===== config.mk =====
export PLATFORM = sky130hd
export DESIGN_NAME = if_id_latch
export DESIGN_NICKNAME = d
export VERILOG_FILES = /design/src/rtl/if_id_latch.sv
export SDC_FILE = /design/constraint.sdc
export NUM_CORES = 1
export LEC_CHECK = 0
export ABC_AREA = 1
export BUFFER_PORTS_ARGS = -buffer_cell sky130_fd_sc_hd__buf_4
export CELL_PAD_IN_SITES_DETAIL_PLACEMENT = 0
export CELL_PAD_IN_SITES_GLOBAL_PLACEMENT = 1
export CORE_MARGIN = 5
export CORE_UTILIZATION = 32
export DETAILED_ROUTE_END_ITERATION = 12
export PLACE_DENSITY = 0.95
export SLEW_MARGIN = 10
export SYNTH_ARGS = -nofsm -noshare
export SYNTH_HDL_FRONTEND = slang
export SYNTH_SLANG_ARGS = --single-unit

===== constraint.sdc =====
create_clock -name i_clk -period 4.4 [get_ports i_clk]
set_clock_uncertainty 0.1 [all_clocks]
set_input_delay 0.66 -clock i_clk [delete_from_list [all_inputs] [get_ports i_clk]]
set_output_delay 0.66 -clock i_clk [all_outputs]
set_load 0.05 [all_outputs]

===== src/rtl/if_id_latch.sv =====
// IF/ID pipeline register: latches fetched instruction and PC+4, splits decode fields,
// detects HALT (sticky) and counts loaded valid non-HALT instructions. Latency 1 cycle.
module if_id_latch #(
    parameter int                   NB_DATA     = 32,
    parameter int                   NB_IMM      = 16,
    parameter int                   NB_OPCODE   = 6,
    parameter logic [NB_OPCODE-1:0] HALT_OPCODE = 6'h3F,
    parameter int                   NB_CNT      = 16
) (
    input  logic               i_clk,
    input  logic               i_reset,
    input  logic               i_enable,
    input  logic               i_stall,
    input  logic               i_flush,
    input  logic               i_valid,
    input  logic [NB_DATA-1:0] i_instruction,
    input  logic [NB_DATA-1:0] i_pc_plus4,
    output logic               o_valid,
    output logic [NB_DATA-1:0] o_instruction,
    output logic [NB_DATA-1:0] o_pc_plus4,
    output logic [5:0]         o_opcode,
    output logic [4:0]         o_rs,
    output logic [4:0]         o_rt,
    output logic [4:0]         o_rd,
    output logic [4:0]         o_shamt,
    output logic [5:0]         o_funct,
    output logic [NB_IMM-1:0]  o_immediate,
    output logic [25:0]        o_jump_target,
    output logic               o_halt,
    output logic [NB_CNT-1:0]  o_inst_count
);

    logic               valid_q;
    logic [NB_DATA-1:0] instr_q;
    logic [NB_DATA-1:0] pc_q;
    logic               halt_q;
    logic [NB_CNT-1:0]  cnt_q;
    logic               in_is_halt;

    assign in_is_halt = (i_instruction[NB_DATA-1 -: NB_OPCODE] == HALT_OPCODE);

    always_ff @(posedge i_clk) begin
        if (!i_reset) begin
            valid_q <= 1'b0;
            instr_q <= '0;
            pc_q    <= '0;
            halt_q  <= 1'b0;
            cnt_q   <= '0;
        end else if (i_enable && !halt_q) begin
            // Flush outranks stall: a taken branch must squash even a stalled slot.
            if (i_flush) begin
                valid_q <= 1'b0;
                instr_q <= '0;
                pc_q    <= '0;
            end else if (!i_stall) begin
                valid_q <= i_valid;
                instr_q <= i_valid ? i_instruction : '0;
                pc_q    <= i_pc_plus4;
                if (i_valid && in_is_halt) begin
                    halt_q <= 1'b1;
                end else if (i_valid && (cnt_q != {NB_CNT{1'b1}})) begin
                    cnt_q <= cnt_q + 1'b1;
                end
            end
        end
    end

    assign o_valid       = valid_q;
    assign o_instruction = instr_q;
    assign o_pc_plus4    = pc_q;
    assign o_halt        = halt_q;
    assign o_inst_count  = cnt_q;

    assign o_opcode      = instr_q[31:26];
    assign o_rs          = instr_q[25:21];
    assign o_rt          = instr_q[20:16];
    assign o_rd          = instr_q[15:11];
    assign o_shamt       = instr_q[10:6];
    assign o_funct       = instr_q[5:0];
    assign o_immediate   = instr_q[NB_IMM-1:0];
    assign o_jump_target = instr_q[25:0];

endmodule


* After elaboration in Yosys (flattened, before gate mapping)
Index checks and enable logic that the tools add are counted.
Cells by class: muxes and demuxes 7, bitwise logic cells 3, add/subtract/negate cells 1, equality and inequality tests 3, reduce and logical (&&, ||, !) cells 7
Operators by type and width (count):
- 32-bit 2-to-1 mux | 5
- 16-bit by 1-bit adder with 16-bit output (second input constant) | 1
- 16-bit inequality test (second input constant) | 1
- 6-bit == test (second input constant) | 1
- 5-bit AND reduction | 1
- 4-bit AND reduction | 1
- 1-bit logical AND | 3
- 1-bit NOT | 3
- 1-bit 2-to-1 mux | 2
- 2-bit by 1-bit inequality test with 1-bit output (second input constant) | 1
- 2-bit AND reduction | 1
- 1-bit logical NOT | 1
Word-level totals: bits in registers 82, input bits 70, word-level logic and storage cells 26, output and inout port bits 156

* Depth between registers and ports, before layout
Gate-level depths: netlist (run 1).
word-level depth 4, depth in mapped cells 11, gate-level depth less buffers 10

* Worst setup path before layout (run 1)
OpenSTA, ideal clock, no wires.
path kind register to register, start register cnt_q[0], in the netlist o_inst_count[0], end register cnt_q[12], in the netlist o_inst_count[12], cell stages (with the launch flop) 10, arrival time 1.714 ns, library setup time 0.117 ns, data required time 4.183 ns, path buffers 1, path slack 2.468 ns, clock period less this slack 1.932 ns, cell sequence dfxtp_1 > ha_1 > nand2_1 > nor2_1 > nand2_1 > nor2_2 > nor2_1 > buf_6 > a21oi_1 > nor2_1
Between the ends: longest elaborated chain between the ends 3, elaborated cells on any way between the ends 4, those cells by class add/sub: 1; eq/ne: 1; reduce/logical: 2
Ends and longest elaborated chain:
- start, declared | RTL line 37 | logic [NB_CNT-1:0] cnt_q;
- start signal, assigned | RTL line 62 | cnt_q <= cnt_q + 1'b1;
- branches (longest 3 deep; another with 16-bit by 1-bit adder with 16-bit output)
Several ways; the timed one is not identified. A chain may end at the register's enable or synchronous reset.

* Final worst setup path (run 1)
start input i_flush, end register cnt_q[14], in the netlist o_inst_count[14]
Between the ends: longest elaborated chain between the ends 2
Ends and longest elaborated chain:
- start, declared | RTL line 14 | input logic i_flush,
- 1-bit NOT (no line)
- 5-bit AND reduction (no line)
Every way passes these cells.

==> results of run 1 <==
stage by stage:
stage | power (uW) | util | instance area, um2 | worst slack (ns)
6_report | 1740 | 0.449 | 5350 | 2.34
5_1_grt | 1810 | 0.449 | 5350 | 2.12
4_1_cts | 1760 | 0.449 | 5350 | 2.33
3_5_place_dp | 1020 | 0.425 | 5060 | 2.04
3_3_place_gp | 1020 | 0.425 | 5060 | 2.07
2_1_floorplan | 937 | - | 3840 | 2.47
sequential cells by signal, summed over array words and instances, names as in the netlist:
| name | cells |
|---|---|
| o_instruction | 32 |
| o_valid | 1 |
| o_inst_count | 16 |
| o_pc_plus4 | 32 |
| o_halt | 1 |
routing by layer:
layer / up-vias / wire length [um]
met3: 10 / 1010
li1: 1868 / -
met5: - / 0
met2: 142 / 5110
met1: 1595 / 4460
met4: 0 / 127
logic make-up (layout without fill, tap and decap cells):
logic type / after synthesis / after routing / synth area share
AND/OR/NAND/NOR: 246 / 246 / 0.264
adder cells (fa/ha/maj): 1 / 1 / 0.00325
buffers and inverters: 117 / 262 / 0.196
XOR/XNOR: 2 / 2 / 0.00456
flip-flops: 82 / 82 / 0.427
AO/OA/AOI/OAI: 81 / 81 / 0.105
cells in the mapped netlist (all sizes together):
cell type and number:
a21oi 81, buf 90, clkbuf 8, dfxtp 82, ha 1, inv 19, nand2 183, nand3 19
nand4 1, nor2 40, nor3 2, or2 1, xor2 2
power groups by stage:
stage / logic, uW / clock network [uW] / registers [uW]
floorplan: 109 / 0 / 828
global placement: 237 / 0 / 782
detailed placement: 238 / 0 / 783
CTS: 238 / 760 / 767
global route: 251 / 789 / 768
finish: 235 / 734 / 766
worst paths after layout:
path | start | end | slack (ns) | cells after the start
min reg2reg | o_pc_plus4[15] | o_pc_plus4[15] | 0.36 | 2
min | o_pc_plus4[15] | o_pc_plus4[15] | 0.36 | 2
max reg2reg | o_halt | o_inst_count[14] | 2.44 | 7
max | i_flush | o_inst_count[14] | 2.34 | 8
cell type report:
class                   count  area (um2)
clock inverters             3        40.0
flip-flops and latches     82        1640
clock buffers              12         246
repair buffers            228        1710
well taps                 147         184
multi-input cells         330        1450
inverters                  19        71.3
fillers                  1253        6560
critical path, cell delays in order:
cell and delay, ns:
buf_4 0.12, nor2_2 0.13, inv_2 0.07, nor2_8 0.40
nand2_4 0.19, nor3_2 0.36, nand2_1 0.11, a21oi_1 0.16
==> tab_implementation.tex, run 1 <==
\begin{tabular}{lr}
\hline
Metric & Value \\
\hline
\multicolumn{2}{l}{\textbf{GRT}} \\
Maximum number of pins on one net before global-route repair & 66 \\
Met2 global-route usage & 0.240 \\
Vias in the first global route & 3345 \\
First-pass GRT wire length & 16800 um \\
Remaining global-route overflow & 0 \\
Total Routing Usage GR & 0.143 \\
Antenna violations before repair & 0 \\
Most utilized layer in the global route result & met2 \\
Met1 track demand over resource & 0.166 \\
Global-route track usage on met3 & 0.0655 \\
\multicolumn{2}{l}{\textbf{Outcome}} \\
Outcome & finished clean \\
\multicolumn{2}{l}{\textbf{STA}} \\
Measured slew at the worst slew-check pin & 1.08 ns \\
Sum Neg Setup Slack & 0 ns \\
Max Transition Viols Final & 0 \\
Final hold viol count & 0 \\
Top achievable clock speed & 0.486 GHz \\
Worst Hold Margin & 0.359 ns \\
RSZ-0062 raised after global routing & false \\
Worst slew margin & 0.276 \\
Finish-stage setup viols & 0 \\
Min Clock Period, post-route & 2.06 ns \\
Crit share post-route & 0.468 \\
\multicolumn{2}{l}{\textbf{Die}} \\
Die boundary height & 120 um \\
Top-level I/O count & 226 \\
Initial Util & 0.323 \\
Row cnt & 40 \\
Floorplan die width & 120 um \\
Die Outline Area & 0.0143 mm2 \\
Core Area & 0.0119 mm2 \\
\multicolumn{2}{l}{\textbf{CTS}} \\
Longest Clk Path Bufs & 2 \\
CTS hold repair buffers & 0 \\
CTS tree & built \\
Post-CTS resize count & 0 \\
\# H-tree levels & 3 \\
Number of CTS-inserted buffers & 9 \\
Clk\_lat worst skew & 0.33 ns \\
CTS clock-pin slew for the worst setup and hold paths & 0.06 ns \\
Root buf cell & clkbuf\_16 \\
Number of clock sinks seen by CTS & 82 \\
Buffers inserted during post-CTS setup optimization & 0 \\
\multicolumn{2}{l}{\textbf{Worst hold path}} \\
Hold crit path type & reg2reg \\
\multicolumn{2}{l}{\textbf{Logic synthesis}} \\
Dominant cells by area after synthesis & dfxtp\_1 43\%, nand2\_1 18\%, buf\_4 14\% \\
Post-synthesis area per instance & 7.27 um2 \\
Area of the mapped netlist & 0.00384 mm2 \\
Area leader, netlist & dfxtp\_1 \\
Ys Warns & 0 \\
Number of unique standard cell types used by synthesis & 22 \\
Post-synth net total & 600 \\
Post-synth top area share & 0.427 \\
Seq/Total Area, Yosys & 0.427 \\
Gate count after technology mapping & 529 \\
Post-synthesis register bit count & 82 \\
\multicolumn{2}{l}{\textbf{Route}} \\
Wire length reported by the detailed router & 10700 um \\
Overall via count from detail\_route & 3615 \\
Number of DRC markers in iteration 0 & 195 \\
Average via count per standard cell & 4.40 \\
Total iterations of the first detailed-routing run & 4 \\
Number of nets with antenna violations after routing & 0 \\
Drt wl/cell & 13.0 um \\
Remaining routing DRC violations & 0 \\
\multicolumn{2}{l}{\textbf{Critical path}} \\
CP arrival & 2.21 ns \\
Sort of element at the start of the critical path & input port \\
Type of the worst setup path & in2reg \\
CP Max Fanout & 35 \\
Element type at the critical path end & flop \\
Endpoint required time on the critical path & 4.55 ns \\
\multicolumn{2}{l}{\textbf{Power}} \\
Largest vdd supply drop & 0.174 mV \\
Share of total power consumed by net switching & 0.257 \\
Psw & 446 uW \\
Fraction of power consumed by sequential logic & 0.442 \\
LEAKAGE & 0.00242 uW \\
Part of the power in combinational logic & 0.135 \\
Power Dens Cells & 324 mW/mm2 \\
Clock network fraction of design power & 0.423 \\
Cell-internal power & 1290 uW \\
\multicolumn{2}{l}{\textbf{Place}} \\
Half-perimeter wire length of the detailed placement result & 7960 um \\
IO buf count & 225 \\
Dpl cells & 806 \\
RD Place Congestion & 0.807 \\
\multicolumn{2}{l}{\textbf{Final layout}} \\
Most frequent cells in the layout & 228 x buf\_4, 181 x nand2\_1, 82 x dfxtp\_1 \\
Inserted Diodes & 0 \\
Commonest non-fill, non-tap cell in the layout & buf\_4 \\
Synthesis-to-layout area growth & 39.1\% \\
NumNets Final & 741 \\
Layout cell share with drive strength beyond 1 & 0.381 \\
Final std cells w/o fill & 821 \\
\multicolumn{2}{l}{\textbf{Flow run}} \\
Max cap viols & 0 \\
\hline
\end{tabular}
No activity file was read; power rests on OpenSTA's default activity.
==> inputs of run 2 (changes only) <==
ABC_AREA = 0   (was 1)
CORE_UTILIZATION = 30   (was 32)
PLACE_DENSITY = 0.88   (was 0.95)
clock period = 2 ns   (was 4.4 ns; I/O delays follow)
==> tab_implementation.tex, run 2 <==
\begin{tabular}{lr}
\hline
Metric & Value \\
\hline
\multicolumn{2}{l}{\textbf{Outcome}} \\
Outcome & finished clean \\
\multicolumn{2}{l}{\textbf{Die}} \\
Floorplan die width & 120 um \\
Die boundary height & 120 um \\
Core Area & 0.0120 mm2 \\
Die Outline Area & 0.0144 mm2 \\
Initial Util & 0.304 \\
Top-level I/O count & 226 \\
Row cnt & 40 \\
\multicolumn{2}{l}{\textbf{Critical path}} \\
CP arrival & 2.04 ns \\
Endpoint required time on the critical path & 2.15 ns \\
Slowest cell on the critical path & or4\_1 \\
Element type at the critical path end & flop \\
Critical path buffers and inverters & 0 \\
Kind of cell adding the most delay to the critical path & simple AND/OR/NAND/NOR gates \\
Type of the worst setup path & reg2reg \\
Largest stage delay, worst path & 0.57 ns \\
Crit-path cells & nor4b\_4 -> o211ai\_4 -> or4\_1 -> a21oi\_1 \\
Sort of element at the start of the critical path & flop \\
CP Max Fanout & 27 \\
\multicolumn{2}{l}{\textbf{CTS}} \\
Number of CTS-inserted buffers & 9 \\
\# H-tree levels & 3 \\
Longest Clk Path Bufs & 2 \\
CTS tree & built \\
Clk\_lat worst skew & 0.33 ns \\
CTS clock-pin slew for the worst setup and hold paths & 0.06 ns \\
Root buf cell & clkbuf\_16 \\
Buffers inserted during post-CTS setup optimization & 0 \\
Number of clock sinks seen by CTS & 82 \\
\multicolumn{2}{l}{\textbf{Logic synthesis}} \\
Combinational family with the most area after synthesis & buffers and inverters \\
Compound-gate portion of the synthesized area & 0.178 \\
Mux share of post-synthesis cell area & 0.0138 \\
Synth cell count leaders & 82 x dfxtp\_1, 74 x buf\_4, 67 x nor2\_1 \\
Area leader, netlist & dfxtp\_1 \\
Number of flops mapped to enable cells by yosys & 0 \\
Post-synthesis register bit count & 82 \\
Primary flip-flop cell chosen by synthesis mapping & dfxtp\_1 \\
Number of unique standard cell types used by synthesis & 34 \\
Post-synth net total & 474 \\
Ys Warns & 0 \\
Arithmetic-cell share of the synthesized area counting full adders, half adders and majority gates & 0.00344 \\
FFs w/ async S/R, synth & 0 \\
Dominant cells by area after synthesis & dfxtp\_1 45\%, buf\_4 15\%, a22oi\_1 13\% \\
Gate count after technology mapping & 403 \\
Most common cell in the synthesized netlist & dfxtp\_1 \\
Area share of xor/xnor cells in the synthesized design & 0 \\
Post-synth top area share & 0.451 \\
Post-synthesis area per instance & 9.03 um2 \\
Area of the mapped netlist & 0.00364 mm2 \\
Seq/Total Area, Yosys & 0.451 \\
Post-Synth Simple-Gate Area & 0.168 \\
\multicolumn{2}{l}{\textbf{Final layout}} \\
Commonest non-fill, non-tap cell in the layout & buf\_4 \\
Area of the multi-input gates & 0.00134 mm2 \\
Most frequent cells in the layout & 231 x buf\_4, 73 x dfxtp\_1, 67 x nor2\_1 \\
Inserted Diodes & 0 \\
Filler cell count & 1123 \\
Storage cell area & 0.00166 mm2 \\
Synthesis-to-layout area growth & 44.5\% \\
NumNets Final & 618 \\
Layout cell share with drive strength beyond 1 & 0.484 \\
Post-route standard cell area excluding fillers & 0.00526 mm2 \\
Final Util & 0.439 \\
\multicolumn{2}{l}{\textbf{GRT}} \\
Remaining global-route overflow & 0 \\
First-pass GRT wire length & 16500 um \\
Maximum number of pins on one net before global-route repair & 55 \\
Vias in the first global route & 3319 \\
Total Routing Usage GR & 0.139 \\
Antenna violations before repair & 0 \\
\multicolumn{2}{l}{\textbf{Route}} \\
Wire length reported by the detailed router & 10700 um \\
Number of DRC markers in iteration 0 & 154 \\
Average via count per standard cell & 4.86 \\
Overall via count from detail\_route & 3397 \\
Number of nets with antenna violations after routing & 0 \\
Remaining routing DRC violations & 0 \\
Drt wl/cell & 15.3 um \\
Total iterations of the first detailed-routing run & 4 \\
\multicolumn{2}{l}{\textbf{Place}} \\
Worst-case setup slack after placement & -0.0418 ns \\
RD Place Congestion & 0.773 \\
Total placed instance area & 0.00497 mm2 \\
Half-perimeter wire length of the detailed placement result & 7960 um \\
IO buf count & 225 \\
\multicolumn{2}{l}{\textbf{Power}} \\
LEAKAGE & 0.00233 uW \\
Power Dens Cells & 712 mW/mm2 \\
Largest vdd supply drop & 0.422 mV \\
\multicolumn{2}{l}{\textbf{STA}} \\
Top achievable clock speed & 0.529 GHz \\
Crit share post-route & 0.945 \\
Worst path setup slack after routing & 0.110 ns \\
Final hold viol count & 0 \\
Measured slew at the worst slew-check pin & 0.704 ns \\
Worst slew margin & 0.529 \\
Worst Hold Margin & 0.118 ns \\
Max Transition Viols Final & 0 \\
RSZ-0062 raised after global routing & true \\
Finish-stage setup viols & 0 \\
Min Clock Period, post-route & 1.89 ns \\
Sum Neg Setup Slack & 0 ns \\
\multicolumn{2}{l}{\textbf{Flow run}} \\
Max cap viols & 0 \\
\multicolumn{2}{l}{\textbf{Worst hold path}} \\
Hold crit path type & in2reg \\
\hline
\end{tabular}
## run 2: final cells by class
class                           count  area share
Inverter                            3     0.00214
Sequential cell                    82       0.315
Multi-Input combinational cell    217       0.255
Clock inverter                      6     0.00762
Clock buffer                       10      0.0455
Timing Repair Buffer              234       0.340
Tap cell                          147      0.0350
## run 2: per-layer routing
metal / track usage / up-vias / share of wire
met2: 0.238 / 162 / 0.49
met3: 0.0476 / 12 / 0.094
met1: 0.160 / 1586 / 0.40
met5: 0 / - / 0
li1: - / 1637 / -
met4: 0.0544 / 0 / 0.015
## run 2: final timing paths
path | from | slack [ns] | end | depth (start not counted)
worst min register to register | o_inst_count[7] | 0.39 | o_inst_count[7] | 2
worst max-delay path | o_halt | 0.11 | o_inst_count[4] | 4
worst min-delay path | i_pc_plus4[2] | 0.12 | o_pc_plus4[2] | 3
worst max register to register | o_halt | 0.11 | o_inst_count[4] | 4
## run 2: timing repair
item,4_1_cts,5_1_grt
hold buffers,0,0
hold endpoints to repair,0,0
resized for setup,0,2
setup endpoints to repair,0,17
## run 2: per-stage QoR
stage	cells	total power, uW
finish	699	3740
global route	699	3910
CTS	699	3800
detailed placement	683	2250
global placement	683	2240
floorplan	403	2050
## run 2: power by group
group          total (uW)  switching (uW)  internal (uW)
clock network        1530             657            874
registers            1690            24.8           1660
logic                 525             327            198
## run 2: cells by family (layout without fill, tap and decap cells)
family,after synthesis,after routing
AOI/OAI and AO/OA,89,89
adders and majority gates,1,1
buffers and inverters,104,253
DFF,82,82
muxes,5,5
and+or+nand+nor,122,122
## run 2: worst register-to-register path, cell delays in order (launching register included)
cell and delay (ns):
dfxtp_1 0.36, nor4b_4 0.32, o211ai_4 0.31, or4_1 0.58, a21oi_1 0.15
